## config.mk

```make
export PLATFORM = sky130hd
export DESIGN_NAME = shift_sequencer
export DESIGN_NICKNAME = d
export VERILOG_FILES = /design/src/rtl/shift_pkg.sv /design/src/rtl/shift_sequencer.sv
export SDC_FILE = /design/constraint.sdc
export NUM_CORES = 1
export LEC_CHECK = 0
export CORE_AREA = 5 5 68 70
export DETAILED_ROUTE_END_ITERATION = 12
export DIE_AREA = 0 0 73 75
export PLACE_DENSITY = 0.77
export SKIP_LAST_GASP = 1
export SYNTH_ARGS = -nofsm -noshare
export SYNTH_HDL_FRONTEND = slang
export SYNTH_SLANG_ARGS = --single-unit
```

## constraint.sdc

```tcl
create_clock -name clock -period 2.1 [get_ports clock]
set_input_delay 0.42 -clock clock [delete_from_list [all_inputs] [get_ports clock]]
set_output_delay 0.42 -clock clock [all_outputs]
set_load 0.005 [all_outputs]
```

## src/rtl/shift_pkg.sv

```systemverilog
// ----------------------------------------------------------------------------
// shift_pkg
// Definitions shared by the shift sequencer and the 8-bit mode-controlled
// shift register it drives.
//   - MODE_*  : {s1,s0} encodings understood by the shift register.
//   - ST_*    : sequencer FSM state encoding.
// ----------------------------------------------------------------------------
package shift_pkg;

   // Shift register mode select {s1,s0}
   localparam logic [1:0] MODE_LOAD = 2'b00;
   localparam logic [1:0] MODE_SHR  = 2'b01;
   localparam logic [1:0] MODE_SHL  = 2'b10;
   localparam logic [1:0] MODE_HOLD = 2'b11;

   // Sequencer FSM states
   localparam logic [1:0] ST_IDLE  = 2'b00;
   localparam logic [1:0] ST_LOAD  = 2'b01;
   localparam logic [1:0] ST_SHIFT = 2'b10;
   localparam logic [1:0] ST_DONE  = 2'b11;

endpackage : shift_pkg

```

## src/rtl/shift_sequencer.sv

```systemverilog
// ----------------------------------------------------------------------------
// shift_sequencer
// Command stage for the 8-bit mode-controlled shift register. One command
// (data, direction, count, fill) is accepted over valid/ready; the sequencer
// then drives one load cycle, count shift cycles and a one-cycle done pulse.
// A shadow copy of the register tracks what the register must hold, so the
// expected final word is reported without reading the register back.
//
// Ports:
//   clock, reset            : clock, asynchronous active-high reset
//   cmd_valid / cmd_ready   : command handshake (ready only in IDLE)
//   cmd_data, cmd_dir,
//   cmd_count, cmd_fill     : command payload (dir 0 = right, 1 = left)
//   sr_in                   : parallel load data to the shift register
//   sr_s1, sr_s0            : shift register mode select
//   sr_enable               : shift register enable
//   sr_left_shift,
//   sr_right_shift          : serial-in lines for left / right shifts
//   busy                    : high in LOAD, SHIFT and DONE
//   done                    : one-cycle pulse in DONE
//   exp_out                 : shadow register value (expected register word)
// ----------------------------------------------------------------------------
module shift_sequencer
   import shift_pkg::*;
#(
   parameter int WIDTH = 8,
   parameter int CNT_W = 4
) (
   input  logic             clock,
   input  logic             reset,
   input  logic             cmd_valid,
   output logic             cmd_ready,
   input  logic [WIDTH-1:0] cmd_data,
   input  logic             cmd_dir,
   input  logic [CNT_W-1:0] cmd_count,
   input  logic             cmd_fill,
   output logic [WIDTH-1:0] sr_in,
   output logic             sr_s1,
   output logic             sr_s0,
   output logic             sr_enable,
   output logic             sr_left_shift,
   output logic             sr_right_shift,
   output logic             busy,
   output logic             done,
   output logic [WIDTH-1:0] exp_out
);

   localparam logic [CNT_W-1:0] CNT_ZERO = {CNT_W{1'b0}};
   localparam logic [CNT_W-1:0] CNT_ONE  = {{(CNT_W-1){1'b0}}, 1'b1};
   localparam logic [WIDTH-1:0] WORD_ZERO = {WIDTH{1'b0}};

   // One shift step of the register: right inserts fill at the MSB,
   // left inserts fill at the LSB.
   function automatic logic [WIDTH-1:0] shift_word(
      input logic [WIDTH-1:0] word,
      input logic             dir,
      input logic             fill
   );
      logic [WIDTH-1:0] result;
      if (dir) begin
         result = {word[WIDTH-2:0], fill};
      end else begin
         result = {fill, word[WIDTH-1:1]};
      end
      return result;
   endfunction

   // FSM and command latches
   logic [1:0]       state_r;
   logic [1:0]       state_next_s;
   logic             accept_s;
   logic [WIDTH-1:0] data_r;
   logic             dir_r;
   logic             fill_r;
   logic [CNT_W-1:0] cnt_r;
   logic [WIDTH-1:0] shadow_r;

   // Registered outputs and their next values
   logic [WIDTH-1:0] sr_in_r;
   logic [1:0]       mode_r;
   logic             enable_r;
   logic             left_r;
   logic             right_r;
   logic             busy_r;
   logic             done_r;
   logic [1:0]       mode_next_s;
   logic             enable_next_s;
   logic             left_next_s;
   logic             right_next_s;
   logic             busy_next_s;
   logic             done_next_s;

   assign cmd_ready = (state_r == ST_IDLE) && !reset;
   assign accept_s  = cmd_valid && cmd_ready;

   // Next-state logic. The down-counter holds the number of shifts still to
   // perform, so SHIFT ends on the cycle where it reads one.
   always_comb begin
      state_next_s = state_r;
      case (state_r)
         ST_IDLE: begin
            if (accept_s) begin
               state_next_s = ST_LOAD;
            end else begin
               state_next_s = ST_IDLE;
            end
         end
         ST_LOAD: begin
            if (cnt_r != CNT_ZERO) begin
               state_next_s = ST_SHIFT;
            end else begin
               state_next_s = ST_DONE;
            end
         end
         ST_SHIFT: begin
            if (cnt_r == CNT_ONE) begin
               state_next_s = ST_DONE;
            end else begin
               state_next_s = ST_SHIFT;
            end
         end
         ST_DONE: begin
            state_next_s = ST_IDLE;
         end
         default: begin
            state_next_s = ST_IDLE;
         end
      endcase
   end

   // Output decode from the next state, so the registered outputs line up
   // with the state the FSM is in during the same cycle.
   always_comb begin
      mode_next_s   = MODE_HOLD;
      enable_next_s = 1'b0;
      left_next_s   = 1'b0;
      right_next_s  = 1'b0;
      done_next_s   = 1'b0;
      busy_next_s   = (state_next_s != ST_IDLE);
      case (state_next_s)
         ST_IDLE: begin
            mode_next_s   = MODE_HOLD;
            enable_next_s = 1'b0;
         end
         ST_LOAD: begin
            mode_next_s   = MODE_LOAD;
            enable_next_s = 1'b1;
         end
         ST_SHIFT: begin
            // dir_r/fill_r are already latched: SHIFT is only entered from
            // LOAD or SHIFT, never straight from IDLE.
            enable_next_s = 1'b1;
            if (dir_r) begin
               mode_next_s = MODE_SHL;
               left_next_s = fill_r;
            end else begin
               mode_next_s  = MODE_SHR;
               right_next_s = fill_r;
            end
         end
         ST_DONE: begin
            mode_next_s = MODE_HOLD;
            done_next_s = 1'b1;
         end
         default: begin
            mode_next_s   = MODE_HOLD;
            enable_next_s = 1'b0;
         end
      endcase
   end

   // State register, command latches and down-counter
   always_ff @(posedge clock or posedge reset) begin
      if (reset) begin
         state_r <= ST_IDLE;
         data_r  <= WORD_ZERO;
         dir_r   <= 1'b0;
         fill_r  <= 1'b0;
         cnt_r   <= CNT_ZERO;
      end else begin
         state_r <= state_next_s;
         case (state_r)
            ST_IDLE: begin
               if (accept_s) begin
                  data_r <= cmd_data;
                  dir_r  <= cmd_dir;
                  fill_r <= cmd_fill;
                  cnt_r  <= cmd_count;
               end
            end
            ST_SHIFT: begin
               cnt_r <= cnt_r - CNT_ONE;
            end
            default: begin
               cnt_r <= cnt_r;
            end
         endcase
      end
   end

   // Shadow register: mirrors what the shift register holds after each edge
   always_ff @(posedge clock or posedge reset) begin
      if (reset) begin
         shadow_r <= WORD_ZERO;
      end else begin
         case (state_r)
            ST_LOAD:  shadow_r <= data_r;
            ST_SHIFT: shadow_r <= shift_word(shadow_r, dir_r, fill_r);
            default:  shadow_r <= shadow_r;
         endcase
      end
   end

   // Registered shift register controls, status and parallel data
   always_ff @(posedge clock or posedge reset) begin
      if (reset) begin
         sr_in_r  <= WORD_ZERO;
         mode_r   <= MODE_HOLD;
         enable_r <= 1'b0;
         left_r   <= 1'b0;
         right_r  <= 1'b0;
         busy_r   <= 1'b0;
         done_r   <= 1'b0;
      end else begin
         // sr_in keeps the last loaded word until the next accepted command
         if (accept_s) begin
            sr_in_r <= cmd_data;
         end
         mode_r   <= mode_next_s;
         enable_r <= enable_next_s;
         left_r   <= left_next_s;
         right_r  <= right_next_s;
         busy_r   <= busy_next_s;
         done_r   <= done_next_s;
      end
   end

   assign sr_in          = sr_in_r;
   assign sr_s1          = mode_r[1];
   assign sr_s0          = mode_r[0];
   assign sr_enable      = enable_r;
   assign sr_left_shift  = left_r;
   assign sr_right_shift = right_r;
   assign busy           = busy_r;
   assign done           = done_r;
   assign exp_out        = shadow_r;

endmodule : shift_sequencer

```

==> metrics.csv <==
metric,value,unit
endpoint,cmd_ready,
stdcell_area,2466,sq um
r2r_end,mode_r[0],
nNetsFinal,261,
antenna_found_initial,0,
max-cap-violations,0,
die_width,73,um
worst-path-stages,3,
antenna_cells,0,
grt_pass1_vias,1443,
final.period_utilization,95.92,%
clock_sinks,39,
tns,0,ps
worstPathMaxFanout,3,
status,"finished, final reports clean",
cp_slowest_cell,clkdlybuf4s50_1,
async_reset_ff_share,100.0,%
vias_per_cell,4.933,
cp_top_family,buffers and inverters,
critPathLaunch,reset,
yosys_warnings,0,
ant_nets,0,
r2r_slack,340,ps
layout_min_cycle_time,2014,ps
initial_core_util,48.11,%
grt_setup_unrepaired,false,
critical_path_class,input port to primary output,
worst_pin_slew,504.8,ps
synth_edf_count,0,
cts_tree,yes,
vias,1401,
worst_slack,85.75,ps
layout-area-overhead-vs-synth,30.96,%
firstDrtPassIters,6,
pre_cts_slack,12.64,ps
dpl.hpwl,2643,um
routedWlPerCell,13.17,um
hold_class,register to register,
cp_data_required_time,1680,ps
critPathMostFrequentCell,clkdlybuf4s50_1,
post_cts_buffers,0,
setup_viol,0,
routed_wl,3741,um
relSlewSlack,66.35,%
clkLatencyLatePin,290,ps
syn_area,1883,sq um
reg2regPathDepth,7,
clk_path_buf_depth,2,
r2r_start,cnt_r[0],
drtIter0Drc,48,
syn_nets,216,
netlist_instances,188,
num_rows,23,
synth_flop_cell,dfrtp_1,
crit_chain,clkdlybuf4s50_1 -> and2b_4 -> clkdlybuf4s50_1,
crit_path_start_kind,input port,
ys_seq_area_share,51.96,%
grt_max_degree,40,
drive_gt1_share,12.39,%
syn_area_per_cell,10.02,sq um
clk_pin_slew,80,ps
placed_cell_area,2341,sq um
grtUsageTotal,15.17,%
fin_skew,5.260,ps
numCtsBuffers,5,
clock.fmax,496.5,MHz
fill_cells,350,
power_density,1541,nW/um^2
max_stage_delay,500,ps
design.portCount,41,
drc,0,
ys_ff_latch,39,
dieArea,5475,sq um
cts-root-buf,clkbuf_8,
gp_congestion,0.7763,
finalMaxSlewViolations,0,
io_buffers,40,
ir_drop,0.7850,mV
coreArea,3914,sq um
crit_buf_inv,2,
arrival,1590,ps
cts_max_level,2,
synth_cell_types,34,
power_leakage,0.001210,uW
grt_pass1_wl,6486,um
endpoint_kind,primary output,
fp.dieH,75,um
grt-ovfl-total,0,
hold_violations,0,
-- tightest hold or removal path, stage by stage (launching register included) --
cell	delay [ps]
dfrtp_1	340
nand2_1	50
nand2_1	50
-- placed cells by master (no fill, tap or decap), types with 6 or more instances in the layout --
cell type	count
nand2_1	46
inv_1	6
nor2_1	14
a21oi_1	7
ha_1	10
a211oi_1	8
mux2i_1	8
dfrtp_1	37
a21o_1	8
clkdlybuf4s50_1	40
buf_4	6
-- report_power, final --
group | total [uW] | leakage (uW) | internal [uW] | switching (uW)
sequential | 1420 | 0.000477 | 1130 | 294
clock | 614 | 0.0000581 | 353 | 260
combinational | 1760 | 0.000674 | 966 | 797
-- kinds of logic (layout without fill, tap and decap cells) --
kind of cell / count (synthesis) / in the layout / synth area share (%)
AO/OA/AOI/OAI: 36 / 36 / 13.62
XOR/XNOR: 1 / 1 / 0.4652
adder cells (fa/ha/maj): 11 / 11 / 7.309
buffers and inverters: 19 / 65 / 5.714
flip-flops: 39 / 39 / 51.96
multiplexers: 8 / 8 / 4.253
AND/OR/NAND/NOR: 74 / 74 / 16.68
-- layout make-up --
| type | count | area (sq um) | share of cell area [%] |
|---|---|---|---|
| Clock buffer | 5 | 68.82 | 2.790 |
| Sequential cell | 39 | 978.4 | 39.68 |
| Inverter | 10 | 37.54 | 1.522 |
| Clock inverter | 3 | 43.79 | 1.776 |
| Multi-Input combinational cell | 130 | 809.5 | 32.83 |
| Tap cell | 50 | 62.56 | 2.537 |
| Timing Repair Buffer | 47 | 465.4 | 18.87 |
-- repair_timing --
action | 4_1_cts | 5_1_grt
hold buffers | 0 | 0
endpoints found under the setup margin | 1 | 1
gates resized for setup | 3 | 1
-- metal layers --
layer | global-route usage [%] | part of all wire [%] | vias to the layer above | wire length, um
met3 | 4.272 | 5.3 | 8 | 197
li1 | - | - | 713 | -
met5 | 0 | 0 | - | 0
met2 | 24.53 | 47 | 32 | 1749
met1 | 19.23 | 46 | 648 | 1725
met4 | 6.148 | 1.8 | 0 | 68
-- cells in the mapped netlist (2+ instances only) --
cell type	count	area, sq um
nand2_1	46	172.7
nor3_1	2	10.01
buf_2	2	10.01
nor2_1	14	52.55
inv_1	8	30.03
buf_6	3	33.78
a21oi_1	7	35.03
nand3_1	4	20.02
dfrtp_1	37	925.9
mux2i_1	8	80.08
o22ai_1	5	31.28
ha_1	11	137.6
buf_4	3	22.52
dfstp_2	2	52.55
a21o_1	8	60.06
a211oi_1	8	60.06
or2_2	2	12.51
o21ai_1	2	10.01
-- stage by stage --
step	instances	utilization, %	hold WS [ps]	power [uW]
floorplan	188	-	446.8	2486
global placement	276	59.81	460.7	3135
detailed placement	276	59.81	462.9	3188
CTS	284	63.01	483.4	3858
global route	284	63.01	510.3	4141
finish	284	63.01	477.2	3801
-- sequential cells by signal, indices dropped and copies added (netlist names), 2 cells and up --
name / cells
exp_out: 8
state_r: 2
mode_r: 2
cnt_r: 4
sr_in: 8
data_r: 8
-- how the worst min path moves through the flow --
stage	cells past startpoint	start	end	slack [ps]
after CTS	2	data_r[5]	data_r[5]	480
after global routing	2	sr_in[7]	sr_in[7]	510
after detailed placement	2	sr_in[7]	sr_in[7]	460
final	2	data_r[5]	data_r[5]	480
after global placement	2	data_r[3]	data_r[3]	460
after floorplan	2	data_r[0]	data_r[0]	450
Power figures use the tool's default switching activity.
